$ cat config.mk
export PLATFORM = sky130hd
export DESIGN_NAME = sigmoid_backprop
export DESIGN_NICKNAME = d
export VERILOG_FILES = /design/src/rtl/nn_fixed_pkg.sv /design/src/rtl/pipe_stage.sv /design/src/rtl/sigmoid_backprop.sv
export SDC_FILE = /design/constraint.sdc
export NUM_CORES = 1
export LEC_CHECK = 0
export ABC_AREA = 0
export BUFFER_PORTS_ARGS = -buffer_cell sky130_fd_sc_hd__clkbuf_2
export CAP_MARGIN = 20
export CORE_ASPECT_RATIO = 1.2
export CORE_MARGIN = 3
export CORE_UTILIZATION = 30
export DETAILED_ROUTE_END_ITERATION = 10
export PLACE_DENSITY = 0.47
export SYNTH_ARGS = -nofsm -noshare
export SYNTH_HDL_FRONTEND = slang
export SYNTH_SLANG_ARGS = --single-unit
$ cat constraint.sdc
create_clock -name clk -period 5.6 [get_ports clk]
set_clock_uncertainty 0.2 [all_clocks]
set_input_delay 0.84 -clock clk [delete_from_list [all_inputs] [get_ports clk]]
set_output_delay 0.84 -clock clk [all_outputs]
set_load 0.02 [all_outputs]
$ cat src/rtl/nn_fixed_pkg.sv
// Shared fixed-point definitions for the neural-network activation units.
// Provides the Q8.8 word format, the value 1.0 and a rounding-constant helper
// used wherever a wide product is shifted back down to Q8.8.
package nn_fixed_pkg;

    localparam int unsigned Q_W    = 16;
    localparam int unsigned Q_FRAC = 8;

    localparam logic [Q_W-1:0] Q_ONE = 16'h0100;

    // Signed Q8.8 word, shared with the forward sigmoid and other activations.
    typedef logic signed [Q_W-1:0] q8_8_t;

    // Half an LSB of the result when discarding 'shift' fractional bits.
    // Adding this before an arithmetic right shift gives round-half-up.
    function automatic logic [63:0] round_half(input int unsigned shift);
        if (shift == 0) begin
            return 64'd0;
        end
        return 64'd1 << (shift - 1);
    endfunction

endpackage

$ cat src/rtl/pipe_stage.sv
// Valid/ready register slice with per-stage valid and stall propagation.
// The slice loads whenever it is empty or its content leaves this cycle,
// so in_ready depends only on the slice state and the downstream ready.
//
// Ports:
//   clk, rst   clock and asynchronous active-high reset
//   in_valid   upstream has data
//   in_ready   this slice accepts data this cycle
//   in_data    upstream data
//   out_valid  slice holds valid data
//   out_ready  downstream accepts the slice content
//   out_data   registered data (held while stalled)
module pipe_stage
    import nn_fixed_pkg::*;
#(
    parameter int unsigned DW = 8
) (
    input  logic          clk,
    input  logic          rst,
    input  logic          in_valid,
    output logic          in_ready,
    input  logic [DW-1:0] in_data,
    output logic          out_valid,
    input  logic          out_ready,
    output logic [DW-1:0] out_data
);

    logic          valid_q;
    logic [DW-1:0] data_q;

    assign in_ready  = ~valid_q | out_ready;
    assign out_valid = valid_q;
    assign out_data  = data_q;

    always_ff @(posedge clk or posedge rst) begin
        if (rst) begin
            valid_q <= 1'b0;
            data_q  <= '0;
        end else if (in_ready) begin
            valid_q <= in_valid;
            if (in_valid) begin
                data_q <= in_data;
            end
        end
    end

endmodule

$ cat src/rtl/sigmoid_backprop.sv
// Backward pass of the sigmoid activation: dx = dy * y * (1 - y), signed fixed
// point (Q8.8 at the defaults). Three-stage valid/ready pipeline:
//   S1 clamps y to [0, 1.0] and registers yc, om = 1.0 - yc and dy,
//   S2 registers p = yc * om (unsigned, 2*FRAC fractional bits) and dy,
//   S3 registers dx = round_half_up(dy * p >> 2*FRAC).
// A pair presented in cycle c (in_valid & in_ready) shows on dx in cycle c+3.
// Since p <= 0.25, |dx| <= |dy|/4 and no output saturation is required.
//
// Ports:
//   clk, rst             clock and asynchronous active-high reset
//   in_valid, in_ready   input handshake for the (y, dy) pair
//   y                    forward sigmoid output, legal range 0..1.0
//   dy                   upstream gradient
//   out_valid, out_ready output handshake for dx
//   dx                   input gradient
//   clamp_cnt            saturating count of accepted out-of-range y values
//   clr_cnt              synchronous clear of clamp_cnt (wins over increment)
module sigmoid_backprop
    import nn_fixed_pkg::*;
#(
    parameter int unsigned W     = 16,
    parameter int unsigned FRAC  = 8,
    parameter int unsigned CNT_W = 16
) (
    input  logic             clk,
    input  logic             rst,
    input  logic             in_valid,
    output logic             in_ready,
    input  logic [W-1:0]     y,
    input  logic [W-1:0]     dy,
    output logic             out_valid,
    input  logic             out_ready,
    output logic [W-1:0]     dx,
    output logic [CNT_W-1:0] clamp_cnt,
    input  logic             clr_cnt
);

    localparam int unsigned YC_W   = FRAC + 1;          // 0..1.0 inclusive
    localparam int unsigned P_W    = 2 * FRAC + 1;      // Q0.(2*FRAC) product
    localparam int unsigned PROD_W = W + P_W;           // signed dy * p
    localparam int unsigned SH     = 2 * FRAC;
    localparam int unsigned S1_W   = 2 * YC_W + W;
    localparam int unsigned S2_W   = P_W + W;

    localparam logic [W-1:0]      ONE_W  = W'(1) << FRAC;
    localparam logic [YC_W-1:0]   ONE_YC = YC_W'(1) << FRAC;
    localparam logic [PROD_W-1:0] RND    = PROD_W'(round_half(SH));

    // ---------------------------------------------------------------- S1 ---
    logic            y_neg;
    logic            y_over;
    logic            clamp_hit;
    logic [YC_W-1:0] yc;
    logic [YC_W-1:0] om;
    logic [S1_W-1:0] s1_in;

    always_comb begin
        y_neg     = y[W-1];
        y_over    = ~y[W-1] & (y > ONE_W);
        clamp_hit = y_neg | y_over;
        yc        = y[YC_W-1:0];
        if (y_neg) begin
            yc = '0;
        end else if (y_over) begin
            yc = ONE_YC;
        end
        om    = ONE_YC - yc;
        s1_in = {yc, om, dy};
    end

    logic            v1;
    logic            r2;
    logic [S1_W-1:0] s1_q;

    pipe_stage #(
        .DW(S1_W)
    ) u_s1 (
        .clk      (clk),
        .rst      (rst),
        .in_valid (in_valid),
        .in_ready (in_ready),
        .in_data  (s1_in),
        .out_valid(v1),
        .out_ready(r2),
        .out_data (s1_q)
    );

    // ---------------------------------------------------------------- S2 ---
    logic [YC_W-1:0] yc1;
    logic [YC_W-1:0] om1;
    logic [W-1:0]    dy1;
    logic [P_W-1:0]  p;
    logic [S2_W-1:0] s2_in;

    always_comb begin
        yc1   = s1_q[S1_W-1 -: YC_W];
        om1   = s1_q[W +: YC_W];
        dy1   = s1_q[W-1:0];
        p     = P_W'(yc1) * P_W'(om1);
        s2_in = {p, dy1};
    end

    logic            v2;
    logic            r3;
    logic [S2_W-1:0] s2_q;

    pipe_stage #(
        .DW(S2_W)
    ) u_s2 (
        .clk      (clk),
        .rst      (rst),
        .in_valid (v1),
        .in_ready (r2),
        .in_data  (s2_in),
        .out_valid(v2),
        .out_ready(r3),
        .out_data (s2_q)
    );

    // ---------------------------------------------------------------- S3 ---
    logic [P_W-1:0]           p2;
    logic [W-1:0]             dy2;
    logic signed [PROD_W-1:0] dy_ext;
    logic signed [PROD_W-1:0] p_ext;
    logic signed [PROD_W-1:0] prod;
    logic signed [PROD_W-1:0] rounded;
    logic [W-1:0]             dx_next;

    always_comb begin
        p2      = s2_q[S2_W-1 -: P_W];
        dy2     = s2_q[W-1:0];
        dy_ext  = PROD_W'($signed(dy2));      // sign-extend
        p_ext   = $signed(PROD_W'(p2));       // zero-extend, p is unsigned
        prod    = dy_ext * p_ext;
        rounded = prod + $signed(RND);
        dx_next = W'(rounded >>> SH);
    end

    pipe_stage #(
        .DW(W)
    ) u_s3 (
        .clk      (clk),
        .rst      (rst),
        .in_valid (v2),
        .in_ready (r3),
        .in_data  (dx_next),
        .out_valid(out_valid),
        .out_ready(out_ready),
        .out_data (dx)
    );

    // ------------------------------------------------------ clamp counter ---
    logic accept;

    assign accept = in_valid & in_ready;

    always_ff @(posedge clk or posedge rst) begin
        if (rst) begin
            clamp_cnt <= '0;
        end else if (clr_cnt) begin
            clamp_cnt <= '0;
        end else if (accept && clamp_hit && (clamp_cnt != {CNT_W{1'b1}})) begin
            clamp_cnt <= clamp_cnt + 1'b1;
        end
    end

endmodule

* Yosys cells after proc, flatten, opt, wreduce, memory -nomap -nowiden *
Cells that the tools add are included.

cells by class
  mux-type cells = 4
  eq/ne operators = 1
  bitwise logic cells = 10
  reductions and logical operators = 6
  div/mod/pow operators = 0
  $mul = 2
  order comparisons = 1
  add/subtract/negate cells = 3
  shift-type cells = 0

operator list
  operator                                                        number
  adder 32 x 17 -> 32 bit, second input constant                  1
  multiplier 16 x 18 -> 32 bit                                    1
  two-way mux 16 bit                                              2
  two-way mux 9 bit                                               2
  multiplier 9 x 9 -> 17 bit                                      1
  adder 16 x 1 -> 16 bit, second input constant                   1
  greater-than comparator 16 x 9 -> 1 bit, second input constant  1
  inequality test 16 bit, second input constant                   1
  subtractor 9 bit, first input constant                          1
  AND reduction 2 bit                                             3
  inverter 1 bit                                                  4
  OR 1 bit                                                        4
  bitwise AND 1 bit                                               2
  logical AND 1 bit                                               2
  nonzero test 2 bit                                              1

word-level totals
  ROM bits = 0
  register bits after elaboration = 102
  memories kept = 0
  latch bits = 0
  bits in writable memories = 0
  output and inout port bits = 34
  bits of input ports = 37

* Depth between registers and ports, before layout *
  word-level depth = 9
  mapped depth = 23

* By module *
Synthesis repeated with hierarchy kept, for this count alone.

unflattened totals
  cell total of the unflattened synthesis = 1,628
  area total of the unflattened synthesis = 15,892.7 um^2

modules (own cells, without submodules)
  module             cells each  times used  area an instance (um^2)
  sigmoid_backprop   1,440       1           12,294.3
  pipe_stage (u_s1)  76          1           1,467.7
  pipe_stage (u_s2)  74          1           1,431.4
  pipe_stage (u_s3)  38          1           699.4

* Worst setup path before layout *
OpenSTA, ideal clock, no wires.

  path type = register -> register
  start point = reg u_s2.data_q[1], in the netlist u_s2.out_data[1]
  end point = reg u_s3.data_q[12], in the netlist u_s3.out_data[12]
  clock period less this slack = 6,000 ps
  arrival = 5,731 ps
  cell stages (with the launch flop) = 21
  library setup time = 69 ps
  slack = -400 ps
  cells stage by stage = dfrtp_1 -> clkbuf_1 -> clkbuf_1 -> nand2_1 -> fa_1 -> fa_1 -> inv_1 -> fa_1 -> fa_1 -> fa_1 -> inv_1 -> fa_1 -> inv_1 -> ha_1 -> nand4_1 -> nor4_1 -> a21oi_1 -> nand2_1 -> o22ai_1 -> or4_1 -> nand3_1

on the way
  cells in the longest elaborated chain, start to end = 2

ends and longest elaborated chain
  element                       line                     text
  start, declared               pipe_stage.sv:29         logic [DW-1:0] data_q;
  start signal, assigned        pipe_stage.sv:42         data_q <= in_data;
  multiplier 16 x 18 -> 32 bit  sigmoid_backprop.sv:134  prod = dy_ext * p_ext;
  adder 32 x 17 -> 32 bit       sigmoid_backprop.sv:135  rounded = prod + $signed(RND);
  end signal, assigned          pipe_stage.sv:42
  end, declared                 pipe_stage.sv:29

Every way passes these cells.
A chain may end at the register's enable or synchronous reset.

* Worst setup path in the final report *
  start point = reg u_s2.data_q[4], in the netlist u_s2.out_data[4]
  end point = reg u_s3.data_q[6], in the netlist u_s3.out_data[6]

The elaborated chain is that of the path after synthesis.

==> flow_metrics.tcl <==
set metrics [dict create \
    cts_tree "built" \
    synth_most_common_cell "inv_1" \
    drive_gt1_frac 0.185 \
    crit_fanout 6 \
    slew_headroom 0.370 \
    dp_cells 2575 \
    port_buffers 70 \
    synth_commonest_cells "inv_1, nand2_1, fa_1, and2_1, ha_1" \
    wl_per_cell_um 15.6 \
    power.share.clock 0.216 \
    hpwl_um 33900 \
    rsz0062_at_grt "yes" \
    worst_pin_slew_ns 0.945 \
    synth_cells 1756 \
    fin_crit_ns 5.84 \
    num_rows 90 \
    pin_count 71 \
    cts-root-buf "clkbuf_16" \
    fin_ws_ns -0.240 \
    async_flop_share 1.00 \
    finalCritPeriodShare 1.04 \
    crit_arrival_ns 5.90 \
    ys.flop_type "dfrtp_1" \
    dr.pass1.iters 5 \
    cp-end-kind "flop" \
    seq_area_um2 2550 \
    vias 12000 \
    grt_antenna_before_repair 0 \
    switching_share 0.422 \
    drt-initial-drc-count 491 \
    synth_edf_count 0 \
    failed_checks "negative setup slack" \
    final_cell_count_no_fill 2611 \
    insertion_delay_ns 0.38 \
    fill_cells 5366 \
    grt_max_degree 54 \
    min_path_type "flop to flop" \
    clk_pin_slew_ns 0.08 \
    max_cap_viol_count 0 \
    multi_input_area_um2 11900 \
    cts.sinks 101 \
    die_area_um2 54800 \
    grt_overflow 0 \
    vias_per_cell 4.59 \
    antenna_cells 0 \
    dieHeight_um 256 \
    nets 2358 \
    yosys_register_bits 101 \
    clockBufferDepth 2 \
    netlist_area_um2 15600 \
    grt_pass1_wl_um 66800 \
    power_frac_seq 0.289 \
    power_leakage_nw 9.36 \
    ys_types 62 \
    track_usage 0.151 \
    p_switching_mw 1.40 \
    synth_fp_nets 2198 \
    setup_viol 16 \
    p_per_area_nw_per_um2 180 \
    post-route-drc-count 0 \
    syn2layout_area_growth_pct 18.5 \
    required_ns 5.66 \
    cts_buffers 9 \
    initial_utilization 0.307 \
    yosysTopAreaCellShare 0.328 \
    synthTopCellsByArea "fa_1, dfrtp_1, ha_1" \
    design_power_total_mw 3.32 \
    routed_wl_um 40700 \
    place_congestion 0.814 \
    worst_ir_drop_vdd_mv 0.181 \
    antenna_left 0 \
    fmax_mhz 171 \
    pwr-share-comb 0.495 \
    finalHoldViolCount 0 \
    yosys.area.top_type "fa_1" \
    cts_max_level 3 \
    start_kind "flop" \
    maxSlewViolCount 0 \
    status "finished with violations" \
    cts_hold_buf 0 \
    core_um2 50900 \
    grt_pass1_vias 12800 \
    yosys_warnings 0 \
    avgSynthCellArea_um2 8.89 \
    ys_seq_area_frac 0.162 \
    critPathKind "flop to flop" \
    p_int_mw 1.92 \
    die_w_um 214 \
]
==> power groups by stage <==
stage | registers [mW] | logic (mW) | clock network [mW]
after floorplan | 0.989 | 0.879 | 0
after global routing | 0.971 | 1.85 | 0.772
after detailed placement | 0.978 | 1.54 | 0
final | 0.959 | 1.65 | 0.718
after CTS | 0.960 | 1.62 | 0.742
after global placement | 0.973 | 1.53 | 0
==> kinds of logic after synthesis <==
group	Yosys count	share of synthesized area
multiplexers	21	0.0149
AND/OR/NAND/NOR	626	0.189
flip-flops	101	0.162
XOR/XNOR	45	0.0253
buffers and inverters	406	0.0983
AO/OA/AOI/OAI	152	0.0625
adder cells (fa/ha/maj)	405	0.448
==> what timing repair did <==
item	in CTS	in global routing
endpoints found under the setup margin	16	16
resized for setup	71	35
pin swaps	46	22
buffers inserted	12	9
hold endpoints to repair	0	0
==> metal layers <==
layer | part of all wire | GRT usage | up-vias
met5 | 0 | 0 | -
met4 | 0.022 | 0.0458 | 0
met3 | 0.026 | 0.0158 | 43
met2 | 0.54 | 0.283 | 142
met1 | 0.41 | 0.182 | 6105
li1 | - | - | 5697
==> worst max-delay path, stage by stage (launching register included) <==
cell and delay [ns]:
dfrtp_1 0.40, buf_6 0.13, buf_6 0.11, and2_4 0.15
fa_1 0.55, inv_2 0.04, fa_2 0.44, fa_1 0.50
inv_2 0.04, fa_1 0.49, fa_1 0.49, inv_1 0.05
fa_1 0.49, inv_2 0.05, ha_4 0.22, and3_4 0.18
a22o_1 0.21, o211ai_1 0.20, nand2_2 0.20, buf_6 0.18
nor3_4 0.15, mux2i_1 0.19, nand2_1 0.06
==> worst paths after layout <==
kind	depth (start not counted)	end	start	slack (ns)
min reg2reg	2	u_s2.out_data[11]$_DFFE_PP0P_	u_s1.out_data[11]$_DFFE_PP0P_	0.27
max in group asynchronous	3	u_s2.out_data[7]$_DFFE_PP0P_	rst	3.61
max reg2reg	22	u_s3.out_data[6]$_DFFE_PP0P_	u_s2.out_data[4]$_DFFE_PP0P_	-0.24
min in group asynchronous	2	u_s3.out_data[15]$_DFFE_PP0P_	rst	0.37
min	2	u_s2.out_data[11]$_DFFE_PP0P_	u_s1.out_data[11]$_DFFE_PP0P_	0.27
max	22	u_s3.out_data[6]$_DFFE_PP0P_	u_s2.out_data[4]$_DFFE_PP0P_	-0.24
==> layout by cell type (no fill, tap or decap), types with 22 or more instances in the layout <==
master,n
buf_4,142
nand2_1,322
xor2_1,27
a21oi_1,30
fa_1,248
and2_1,144
clkbuf_2,70
dfrtp_2,22
o21ai_0,40
nor2_1,54
dfrtp_1,79
ha_1,139
inv_1,317
==> cell type report <==
cell class / instances / share of cell area
Inverter: 328 / 0.0668
Clock buffer: 9 / 0.0122
Multi-Input combinational cell: 1249 / 0.644
Tap cell: 690 / 0.0467
Sequential cell: 101 / 0.138
Timing Repair Buffer: 227 / 0.0870
Clock inverter: 7 / 0.00555
==> registers in the layout, summed over array words and instances (netlist names) <==
name            flops
u_s1.out_data      33
u_s2.out_valid      1
u_s2.out_data      33
u_s3.out_data      16
u_s3.out_valid      1
clamp_cnt          16
u_s1.out_valid      1
==> through the flow <==
step / instance area (µm²) / setup WS [ns] / hold WS, ns / utilization / setup TNS (ns)
after floorplan: 15800 / -0.0137 / 0.233 / - / -0.0253
final: 18500 / -0.240 / 0.273 / 0.363 / -2.70
after CTS: 18300 / -0.284 / 0.274 / 0.360 / -3.27
after global placement: 17700 / -0.402 / 0.255 / 0.347 / -4.74
after detailed placement: 17700 / -0.433 / 0.256 / 0.347 / -5.36
after global routing: 18500 / -0.501 / 0.307 / 0.363 / -6.63
Note: power is estimated with default switching activity, not from simulation.
